$ cat src/rtl/uart_ext.sv
// uart_ext: parametrised full-duplex UART with a baud divisor, optional parity,
// one or two stop bits, a TX busy handshake, and RX parity/framing error flags.
// The RX line is synchronised through two flops and sampled mid-bit.
module uart_ext #(
    parameter int BIT_LEN      = 7,
    parameter int CLKS_PER_BIT = 4,
    parameter int PARITY       = 0,
    parameter int STOP_BITS    = 1
) (
    input  logic               clk,
    input  logic               rst,
    input  logic               tx_start,
    input  logic [BIT_LEN-1:0] tx_data_in,
    output logic               tx_busy,
    output logic               tx_channel_out,
    input  logic               rx_channel_in,
    output logic [BIT_LEN-1:0] rx_data_out,
    output logic               rx_out_vaild,
    output logic               rx_parity_err,
    output logic               rx_frame_err
);

    localparam int CNT_W = $clog2(CLKS_PER_BIT);
    localparam int IDX_W = $clog2(BIT_LEN + STOP_BITS + 1);

    localparam logic [CNT_W-1:0] CNT_LAST  = CNT_W'(CLKS_PER_BIT - 1);
    localparam logic [CNT_W-1:0] CNT_HALF  = CNT_W'(CLKS_PER_BIT / 2 - 1);
    localparam logic [IDX_W-1:0] DATA_LAST = IDX_W'(BIT_LEN - 1);
    localparam logic [IDX_W-1:0] STOP_LAST = IDX_W'(STOP_BITS - 1);
    localparam logic             ODD_PAR   = (PARITY == 2);
    localparam logic             HAS_PAR   = (PARITY != 0);

    typedef enum logic [2:0] {
        TX_IDLE,
        TX_START,
        TX_DATA,
        TX_PARITY,
        TX_STOP
    } tx_state_t;

    typedef enum logic [2:0] {
        RX_IDLE,
        RX_START,
        RX_DATA,
        RX_PARITY,
        RX_STOP,
        RX_BREAK
    } rx_state_t;

    tx_state_t          tx_state;
    logic [CNT_W-1:0]   tx_cnt;
    logic [IDX_W-1:0]   tx_idx;
    logic [BIT_LEN-1:0] tx_shift;
    logic [BIT_LEN-1:0] tx_shift_next;
    logic               tx_par;

    rx_state_t          rx_state;
    logic [CNT_W-1:0]   rx_cnt;
    logic [IDX_W-1:0]   rx_idx;
    logic [BIT_LEN-1:0] rx_shift;
    logic [BIT_LEN-1:0] rx_shift_next;
    logic               rx_par_acc;
    logic               rx_par_bad;
    logic               rx_sync1;
    logic               rx_sync2;

    // Next TX shift value: the following data bit lands in bit 0.
    always_comb begin
        tx_shift_next = tx_shift >> 1;
    end

    // TX frame sequencer; every output it drives is registered.
    always_ff @(posedge clk) begin
        if (rst) begin
            tx_state       <= TX_IDLE;
            tx_cnt         <= '0;
            tx_idx         <= '0;
            tx_shift       <= '0;
            tx_par         <= 1'b0;
            tx_busy        <= 1'b0;
            tx_channel_out <= 1'b1;
        end else begin
            case (tx_state)
                TX_IDLE: begin
                    tx_channel_out <= 1'b1;
                    tx_busy        <= 1'b0;
                    if (tx_start) begin
                        tx_shift       <= tx_data_in;
                        tx_par         <= (^tx_data_in) ^ ODD_PAR;
                        tx_cnt         <= '0;
                        tx_channel_out <= 1'b0;
                        tx_busy        <= 1'b1;
                        tx_state       <= TX_START;
                    end
                end
                TX_START: begin
                    if (tx_cnt == CNT_LAST) begin
                        tx_cnt         <= '0;
                        tx_idx         <= '0;
                        tx_channel_out <= tx_shift[0];
                        tx_state       <= TX_DATA;
                    end else begin
                        tx_cnt <= tx_cnt + 1'b1;
                    end
                end
                TX_DATA: begin
                    if (tx_cnt == CNT_LAST) begin
                        tx_cnt <= '0;
                        if (tx_idx == DATA_LAST) begin
                            tx_idx <= '0;
                            if (HAS_PAR) begin
                                tx_channel_out <= tx_par;
                                tx_state       <= TX_PARITY;
                            end else begin
                                tx_channel_out <= 1'b1;
                                tx_state       <= TX_STOP;
                            end
                        end else begin
                            tx_idx         <= tx_idx + 1'b1;
                            tx_shift       <= tx_shift_next;
                            tx_channel_out <= tx_shift_next[0];
                        end
                    end else begin
                        tx_cnt <= tx_cnt + 1'b1;
                    end
                end
                TX_PARITY: begin
                    if (tx_cnt == CNT_LAST) begin
                        tx_cnt         <= '0;
                        tx_idx         <= '0;
                        tx_channel_out <= 1'b1;
                        tx_state       <= TX_STOP;
                    end else begin
                        tx_cnt <= tx_cnt + 1'b1;
                    end
                end
                TX_STOP: begin
                    if (tx_cnt == CNT_LAST) begin
                        tx_cnt <= '0;
                        if (tx_idx == STOP_LAST) begin
                            tx_idx         <= '0;
                            tx_busy        <= 1'b0;
                            tx_channel_out <= 1'b1;
                            tx_state       <= TX_IDLE;
                        end else begin
                            tx_idx <= tx_idx + 1'b1;
                        end
                    end else begin
                        tx_cnt <= tx_cnt + 1'b1;
                    end
                end
                default: begin
                    tx_channel_out <= 1'b1;
                    tx_busy        <= 1'b0;
                    tx_state       <= TX_IDLE;
                end
            endcase
        end
    end

    // Two-flop synchroniser for the asynchronous RX pin; idles high.
    always_ff @(posedge clk) begin
        if (rst) begin
            rx_sync1 <= 1'b1;
            rx_sync2 <= 1'b1;
        end else begin
            rx_sync1 <= rx_channel_in;
            rx_sync2 <= rx_sync1;
        end
    end

    // Next RX shift value: sampled bit enters at the MSB so the first bit ends at bit 0.
    always_comb begin
        rx_shift_next              = rx_shift >> 1;
        rx_shift_next[BIT_LEN-1]   = rx_sync2;
    end

    // RX frame sequencer: mid-bit sampling, error capture and the one-cycle valid pulse.
    always_ff @(posedge clk) begin
        if (rst) begin
            rx_state      <= RX_IDLE;
            rx_cnt        <= '0;
            rx_idx        <= '0;
            rx_shift      <= '0;
            rx_par_acc    <= 1'b0;
            rx_par_bad    <= 1'b0;
            rx_data_out   <= '0;
            rx_out_vaild  <= 1'b0;
            rx_parity_err <= 1'b0;
            rx_frame_err  <= 1'b0;
        end else begin
            rx_out_vaild <= 1'b0;
            case (rx_state)
                RX_IDLE: begin
                    if (!rx_sync2) begin
                        rx_cnt   <= '0;
                        rx_state <= RX_START;
                    end
                end
                RX_START: begin
                    if (rx_cnt == CNT_HALF) begin
                        rx_cnt <= '0;
                        if (rx_sync2) begin
                            rx_state <= RX_IDLE;
                        end else begin
                            rx_idx     <= '0;
                            rx_par_acc <= 1'b0;
                            rx_par_bad <= 1'b0;
                            rx_state   <= RX_DATA;
                        end
                    end else begin
                        rx_cnt <= rx_cnt + 1'b1;
                    end
                end
                RX_DATA: begin
                    if (rx_cnt == CNT_LAST) begin
                        rx_cnt     <= '0;
                        rx_shift   <= rx_shift_next;
                        rx_par_acc <= rx_par_acc ^ rx_sync2;
                        if (rx_idx == DATA_LAST) begin
                            rx_idx   <= '0;
                            rx_state <= HAS_PAR ? RX_PARITY : RX_STOP;
                        end else begin
                            rx_idx <= rx_idx + 1'b1;
                        end
                    end else begin
                        rx_cnt <= rx_cnt + 1'b1;
                    end
                end
                RX_PARITY: begin
                    if (rx_cnt == CNT_LAST) begin
                        rx_cnt     <= '0;
                        rx_par_bad <= rx_par_acc ^ rx_sync2 ^ ODD_PAR;
                        rx_state   <= RX_STOP;
                    end else begin
                        rx_cnt <= rx_cnt + 1'b1;
                    end
                end
                RX_STOP: begin
                    if (rx_cnt == CNT_LAST) begin
                        rx_cnt        <= '0;
                        rx_data_out   <= rx_shift;
                        rx_out_vaild  <= 1'b1;
                        rx_parity_err <= rx_par_bad;
                        rx_frame_err  <= ~rx_sync2;
                        rx_state      <= rx_sync2 ? RX_IDLE : RX_BREAK;
                    end else begin
                        rx_cnt <= rx_cnt + 1'b1;
                    end
                end
                RX_BREAK: begin
                    if (rx_sync2) begin
                        rx_state <= RX_IDLE;
                    end
                end
                default: begin
                    rx_state <= RX_IDLE;
                end
            endcase
        end
    end

endmodule

$ cat config.mk
export PLATFORM = sky130hd
export DESIGN_NAME = uart_ext
export DESIGN_NICKNAME = d
export VERILOG_FILES = /design/src/rtl/uart_ext.sv
export SDC_FILE = /design/constraint.sdc
export NUM_CORES = 1
export LEC_CHECK = 0
export CAP_MARGIN = 30
export CORE_AREA = 5 5 65 111
export DETAILED_ROUTE_END_ITERATION = 10
export DIE_AREA = 0 0 70 116
export GPL_TIMING_DRIVEN = 0
export PLACE_DENSITY_LB_ADDON = 0.08
export SLEW_MARGIN = 0
export SYNTH_ARGS = -nofsm -noshare
export SYNTH_HDL_FRONTEND = slang
export SYNTH_SLANG_ARGS = --single-unit
export TNS_END_PERCENT = 10
$ cat constraint.sdc
create_clock -name clk -period 2.2 [get_ports clk]
set_clock_uncertainty 0.1 [all_clocks]
set_input_delay 0.44 -clock clk [delete_from_list [all_inputs] [get_ports clk]]
set_output_delay 0.44 -clock clk [all_outputs]
set_load 0.05 [all_outputs]
==> run_results.csv, run 1 <==
group,metric,value,unit
outcome,outcome,"finished clean",
die,die_w,70,um
critical_path,cp.depth,1,
cts,numCtsBuffers,5,
timing,tightest_slew,0.593,ns
die,die_h,116,um
pwr,ir_drop,358,uV
critical_path,crit_type,"flop to output pin",
layout,final_area,2830,um2
critical_path,reg2reg_depth,6,
timing,fin_setup_tns,0,ns
timing,max_freq,497,MHz
critical_path,cp.arrival,1.47,ns
timing,finalSetupViolations,0,
synth,synth_flop_cell,"dfxtp_1",
cts,cts_num_sinks,48,
die,initial_core_util,39.2,%
grt,gr-usage-all-layers,14.7,%
die,core_area,6180,um2
cts,clockBufferDepth,2,
grt,grt_max_degree,16,
timing,rsz0062_at_grt,"no",
layout,n_antenna_cell,0,
layout,final_cell_mix,"48 x dfxtp_1, 37 x nand2_1, 30 x a21oi_1, 21 x clkdlybuf4s50_1, 20 x nor2_1",
timing,hold_violations,0,
synth,synth.distinct_cells,53,
synth,synth-seq-cells,48,
synth,syn_inst,283,
critical_path,cp_max_fo,3,
cts,clk_latency,0.30,ns
critical_path,cp_slowest_stage_delay,0.81,ns
worst_hold_path,hold_path_depth,1,
drt,num_vias,2021,
place,globalplace.congestion,0.821,
synth,postSynthAreaPerCell,8.56,um2
layout,nets,331,
pwr,p_leak,1.03,nW
drt,drt_pass1_iterations,4,
worst_hold_path,hold_path.class,"flop to flop",
drt,drtIter0Drc,81,
critical_path,critPathTopFamily,"buffers and inverters",
grt,grt_pass1_wl,9.52,mm
place,place_area,2730,um2
synth,syn-num-nets,304,
timing,slew_violations,0,
grt,globalRouteOverflowTotal,0,
layout,layout-drive-gt1-share,9.97,%
critical_path,reg2reg_from,"rx_cnt[0]",
cts,cts_resized,0,
cts,ctsHoldBuffers,0,
synth,yosys_warnings,0,
layout,area_growth,16.6,%
timing,fin_crit_sh,91.4,%
grt,grt_pass1_vias,2047,
die,num_rows,38,
critical_path,cp-start-kind,"flop",
timing,finalWorstSetupSlack,0.189,ns
timing,relSlewSlack,60.5,%
critical_path,crit_path_start,"tx_busy",
grt,antenna_found_initial,0,
place,io_buffers,21,
critical_path,path_buf_inv,1,
cts,cts-htree-levels,2,
layout,final_util,45.7,%
cts,clkTransAtPathRegs,0.09,ns
die,io_pins,23,
drt,drc_errors,0,
synth,async_reset_ff_share,0,%
drt,wl_per_cell,14.3,um
place,pre_cts_slack,0.166,ns
drt,drt-total-wl,5.58,mm
critical_path,crit_required,1.66,ns
worst_hold_path,hp-start,"rx_sync1",
run,max_cap_viol_count,0,
drt,viasPerCell,5.17,
layout,final_cells,391,
layout,fillers,629,
synth,syn-cell-area,2420,um2
die,die-area,8120,um2
pwr,power_density,648,nW/um2
synth,ys_seq_area_share,39.7,%
critical_path,cpMaxStageDelayCell,"clkdlybuf4s50_1",
place,dp_hpwl,4.32,mm
critical_path,endpoint_kind,"output pin",
cts,ctsRootBufferMaster,"clkbuf_8",
cts,cts_tree,"done",
drt,antenna_left,0,
timing,fin_crit,2.01,ns
critical_path,crit_chain,"clkdlybuf4s50_1",
synth,synth_edf_count,0,
layout,layout.cells.most_common,"dfxtp_1",
place,place_inst,384,
==> worst register-to-register path, cell delays in order, from the launching register on <==
cell and delay, ns:
dfxtp_1 0.39, ha_1 0.24, clkbuf_1 0.32, nor3b_1 0.09, o31ai_1 0.43, mux2i_1 0.23
nor2_1 0.05
==> area by class of cell <==
cell class              instances  area [um2]  area share [%]
plain buffers                  19        92.6            3.28
repair buffers                 21         210            7.44
well taps                      80         100            3.54
inverters                      10        37.5            1.33
clock buffers                   6        82.6            2.92
flip-flops and latches         48         961            34.0
clock inverters                 2        13.8           0.487
multi-input cells             205        1330            47.0
==> cell families (layout without fill, tap and decap cells) <==
group                      Yosys count  after routing  synth area share, %
DFF                                 48             48                 39.7
and+or+nand+nor                    108            108                 23.3
AOI/OAI and AO/OA                   71             71                 19.9
buffers and inverters               30             58                 5.53
muxes                               12             12                 4.96
adders and majority gates           10             10                 5.17
xor gates and xnor gates             4              4                 1.45
==> report_power, final <==
group	internal (mW)	leakage, nW	switching, mW	total [mW]
sequential	0.911	0.390	0.0293	0.940
clock	0.257	0.0516	0.301	0.558
combinational	0.143	0.587	0.188	0.331
total	1.31	1.03	0.518	1.83
==> synth_stat cells, drive strengths merged, types with 2 or more instances <==
cell type,count,area share (%)
inv,10,1.5
nor3,4,0.83
a221oi,2,0.72
a21o,2,0.62
o21ai,7,1.4
o21a,2,0.62
nand2b,2,0.52
nand3b,6,1.9
a21oi,30,6.2
or3,3,0.77
dfxtp,48,40
nand3,6,1.2
nand2,38,6.0
nor2b,6,1.5
clkbuf,12,1.9
o21ba,2,0.83
ha,10,5.2
mux2i,12,5.0
nor2,20,3.1
nor3b,6,2.3
xnor2,3,1.1
or2,3,0.77
buf,8,2.1
and2,6,1.5
o211ai,3,0.93
a211oi,10,3.9
o21bai,2,0.62
==> metrics by stage <==
stage          hold slack (ns)  power (mW)
6_report                 0.325        1.83
3_3_place_gp             0.312        1.29
3_5_place_dp             0.310        1.30
4_1_cts                  0.329        1.86
5_1_grt                  0.335        1.93
2_1_floorplan            0.289        1.21
==> sequential cells by signal, indices dropped and copies added, names as in the netlist, 2 cells and up <==
register and count:
tx_state 3, rx_idx 4, rx_state 3, rx_shift 7
rx_data_out 7, rx_cnt 2, tx_idx 4, tx_shift 7
tx_cnt 2
==> worst paths after layout <==
kind,endpoint,slack (ns)
setup / recovery,tx_busy,0.19
hold / removal,rx_sync2,0.33
setup reg to reg,rx_state[0],0.22
hold reg to reg,rx_sync2,0.33
==> repair_timing <==
item	4_1_cts	5_1_grt
hold endpoints to repair	0	0
setup endpoints to repair	0	1
buffers inserted	0	0
==> per-layer routing <==
metal / share of wire (%) / up-vias / GRT usage [%]
met5: 0 / - / 0
met3: 2.0 / 12 / 2.17
met4: 3.2 / 0 / 7.67
met2: 56 / 26 / 29.2
li1: - / 1040 / -
met1: 39 / 943 / 14.3
Power figures use the tool's default switching activity.
==> inputs of run 2 (changes only) <==
--- a/config.mk
+++ b/config.mk
@@ -6,9 +6,9 @@
 export NUM_CORES = 1
 export LEC_CHECK = 0
 export CAP_MARGIN = 30
-export CORE_AREA = 5 5 65 111
+export CORE_AREA = 5 5 56 95
 export DETAILED_ROUTE_END_ITERATION = 10
-export DIE_AREA = 0 0 70 116
+export DIE_AREA = 0 0 61 100
 export GPL_TIMING_DRIVEN = 0
 export PLACE_DENSITY_LB_ADDON = 0.08
 export SLEW_MARGIN = 0
==> run 2 against run 1 <==
Compared with the run above: register-to-register slack is essentially flat; critical path depth is the same; first-iteration DRC count shrank 1.2%; via count grew 3.5%; sequential share of layout area grew 0.40 points; clock power grew 3%; combinational power is essentially flat; cell area shrank 1.2%; maximum frequency shrank 1.3%; power grew 0.83%; utilization grew 18 points; critical path type unchanged.
==> run_results.csv, run 2 (same netlist as run 1, synthesis figures left out) <==
group,metric,value,unit
timing,tightest_slew,0.619,ns
pwr,p_switching,533,uW
critical_path,cp.arrival,1.50,ns
critical_path,critPathTopFamily,"buffers and inverters",
layout,reg_top3,"rx_data_out x7, rx_shift x7, tx_shift x7",
die,io_pins,23,
cts,ctsRootBufferMaster,"clkbuf_8",
timing,rsz0062_at_grt,"no",
run,max_cap_viol_count,0,
timing,relSlewSlack,58.7,%
cts,cts_tree,"done",
pwr,power_density,661,nW/um2
critical_path,crit_type,"flop to output pin",
layout,n_antenna_cell,0,
layout,final_cell_mix,"48 x dfxtp_1, 37 x nand2_1, 30 x a21oi_1, 21 x clkdlybuf4s50_1, 20 x nor2_1",
cts,clkTransAtPathRegs,0.09,ns
grt,gr-usage-all-layers,19.0,%
cts,clk_latency,0.31,ns
timing,timing.hold.ws,0.345,ns
drt,num_vias,2092,
pwr,p_int,1.31,mW
grt,grt_pass1_wl,8.85,mm
drt,drtIter0Drc,80,
layout,nets,332,
pwr,p_leak,1.03,nW
drt,wl_per_cell,14.7,um
grt,antenna_found_initial,0,
die,num_rows,32,
outcome,outcome,"finished clean",
drt,viasPerCell,5.76,
critical_path,cp-start-kind,"flop",
timing,finalSetupViolations,0,
pwr,p_seq_share,51.0,%
cts,cts_setup_buffers,0,
critical_path,cpMaxStageDelayCell,"clkdlybuf4s50_1",
critical_path,cp_max_fo,3,
timing,fin_crit_sh,92.6,%
timing,fin_crit,2.04,ns
pwr,comb_power_share,17.9,%
pwr,ir_drop,621,uV
grt,grt_pass1_vias,1986,
timing,hold_violations,0,
critical_path,crit_chain,"clkdlybuf4s50_1",
cts,cts-htree-levels,2,
critical_path,crit_required,1.66,ns
pwr,swShare,28.9,%
worst_hold_path,hold_path.class,"flop to flop",
place,io_buffers,21,
die,die_w,61,um
layout,layout.cells.most_common,"dfxtp_1",
place,dp_hpwl,4.00,mm
critical_path,cp_slowest_stage_delay,0.81,ns
layout,area_growth,15.3,%
drt,antenna_left,0,
pwr,p_clk_share,31.1,%
grt,grt_max_degree,16,
place,place_inst,355,
layout,final_cells,363,
drt,drt-total-wl,5.34,mm
critical_path,endpoint_kind,"output pin",
layout,layout-drive-gt1-share,9.94,%
pwr,power,1.84,mW
timing,max_freq,491,MHz
place,pre_cts_slack,0.196,ns
die,die-area,6100,um2
cts,numCtsBuffers,5,
place,globalplace.congestion,0.893,
critical_path,path_buf_inv,1,
drt,drt_pass1_iterations,4,
die,die_h,100,um
die,initial_core_util,55.0,%
cts,clockBufferDepth,2,
timing,finalWorstSetupSlack,0.162,ns
grt,globalRouteOverflowTotal,0,
die,core_area,4400,um2
cts,ctsHoldBuffers,0,
cts,cts_num_sinks,48,
timing,slew_violations,0,
drt,drc_errors,0,
timing,fin_setup_tns,0,ns
cts,cts_resized,0,
[run 2: power groups by stage]
stage | logic, mW | registers, mW | clock network, mW
finish | 0.330 | 0.941 | 0.574
CTS | 0.332 | 0.941 | 0.581
global route | 0.370 | 0.947 | 0.616
detailed placement | 0.331 | 0.962 | 0
global placement | 0.326 | 0.959 | 0
floorplan | 0.228 | 0.978 | 0
[run 2: path summary, 6_finish.rpt]
kind                   from          end  slack (ns)  cells after the start
setup / recovery    tx_busy      tx_busy        0.16                      1
setup reg to reg  tx_cnt[0]  tx_state[1]        0.21                      6
hold / removal     rx_sync1     rx_sync2        0.34                      1
hold reg to reg    rx_sync1     rx_sync2        0.34                      1
[run 2: final cells by class]
| type | count | area (um2) |
|---|---|---|
| Buffer | 20 | 96.3 |
| Clock buffer | 6 | 82.6 |
| Clock inverter | 2 | 13.8 |
| Fill cell | 424 | 1610 |
| Inverter | 10 | 37.5 |
| Multi-Input combinational cell | 205 | 1330 |
| Sequential cell | 48 | 961 |
| Tap cell | 51 | 63.8 |
| Timing Repair Buffer | 21 | 210 |
[run 2: stage by stage]
| stage | util (%) | instance area [um2] |
|---|---|---|
| detailed placement | 61.2 | 2700 |
| CTS | 63.4 | 2790 |
| finish | 63.4 | 2790 |
| global placement | 61.2 | 2700 |
| floorplan | - | 2420 |
| global route | 63.4 | 2790 |
[run 2: routing by layer]
layer	track usage [%]	vias up	part of all wire, %	routed length (um)
met1	20.0	997	38	2030
met2	34.0	36	55	2940
met3	3.86	15	3.7	197
met5	0	-	0	0
li1	-	1044	-	-
met4	9.85	0	3.4	183
==> inputs of run 3 (changes only) <==
--- a/config.mk
+++ b/config.mk
@@ -11,7 +11,7 @@
 export DIE_AREA = 0 0 61 100
 export GPL_TIMING_DRIVEN = 0
 export PLACE_DENSITY_LB_ADDON = 0.08
-export SLEW_MARGIN = 0
+export SLEW_MARGIN = 20
 export SYNTH_ARGS = -nofsm -noshare
 export SYNTH_HDL_FRONTEND = slang
 export SYNTH_SLANG_ARGS = --single-unit
==> results of run 3 <==
Same layout as run 2: the final DEF is identical, and so are final timing and power.
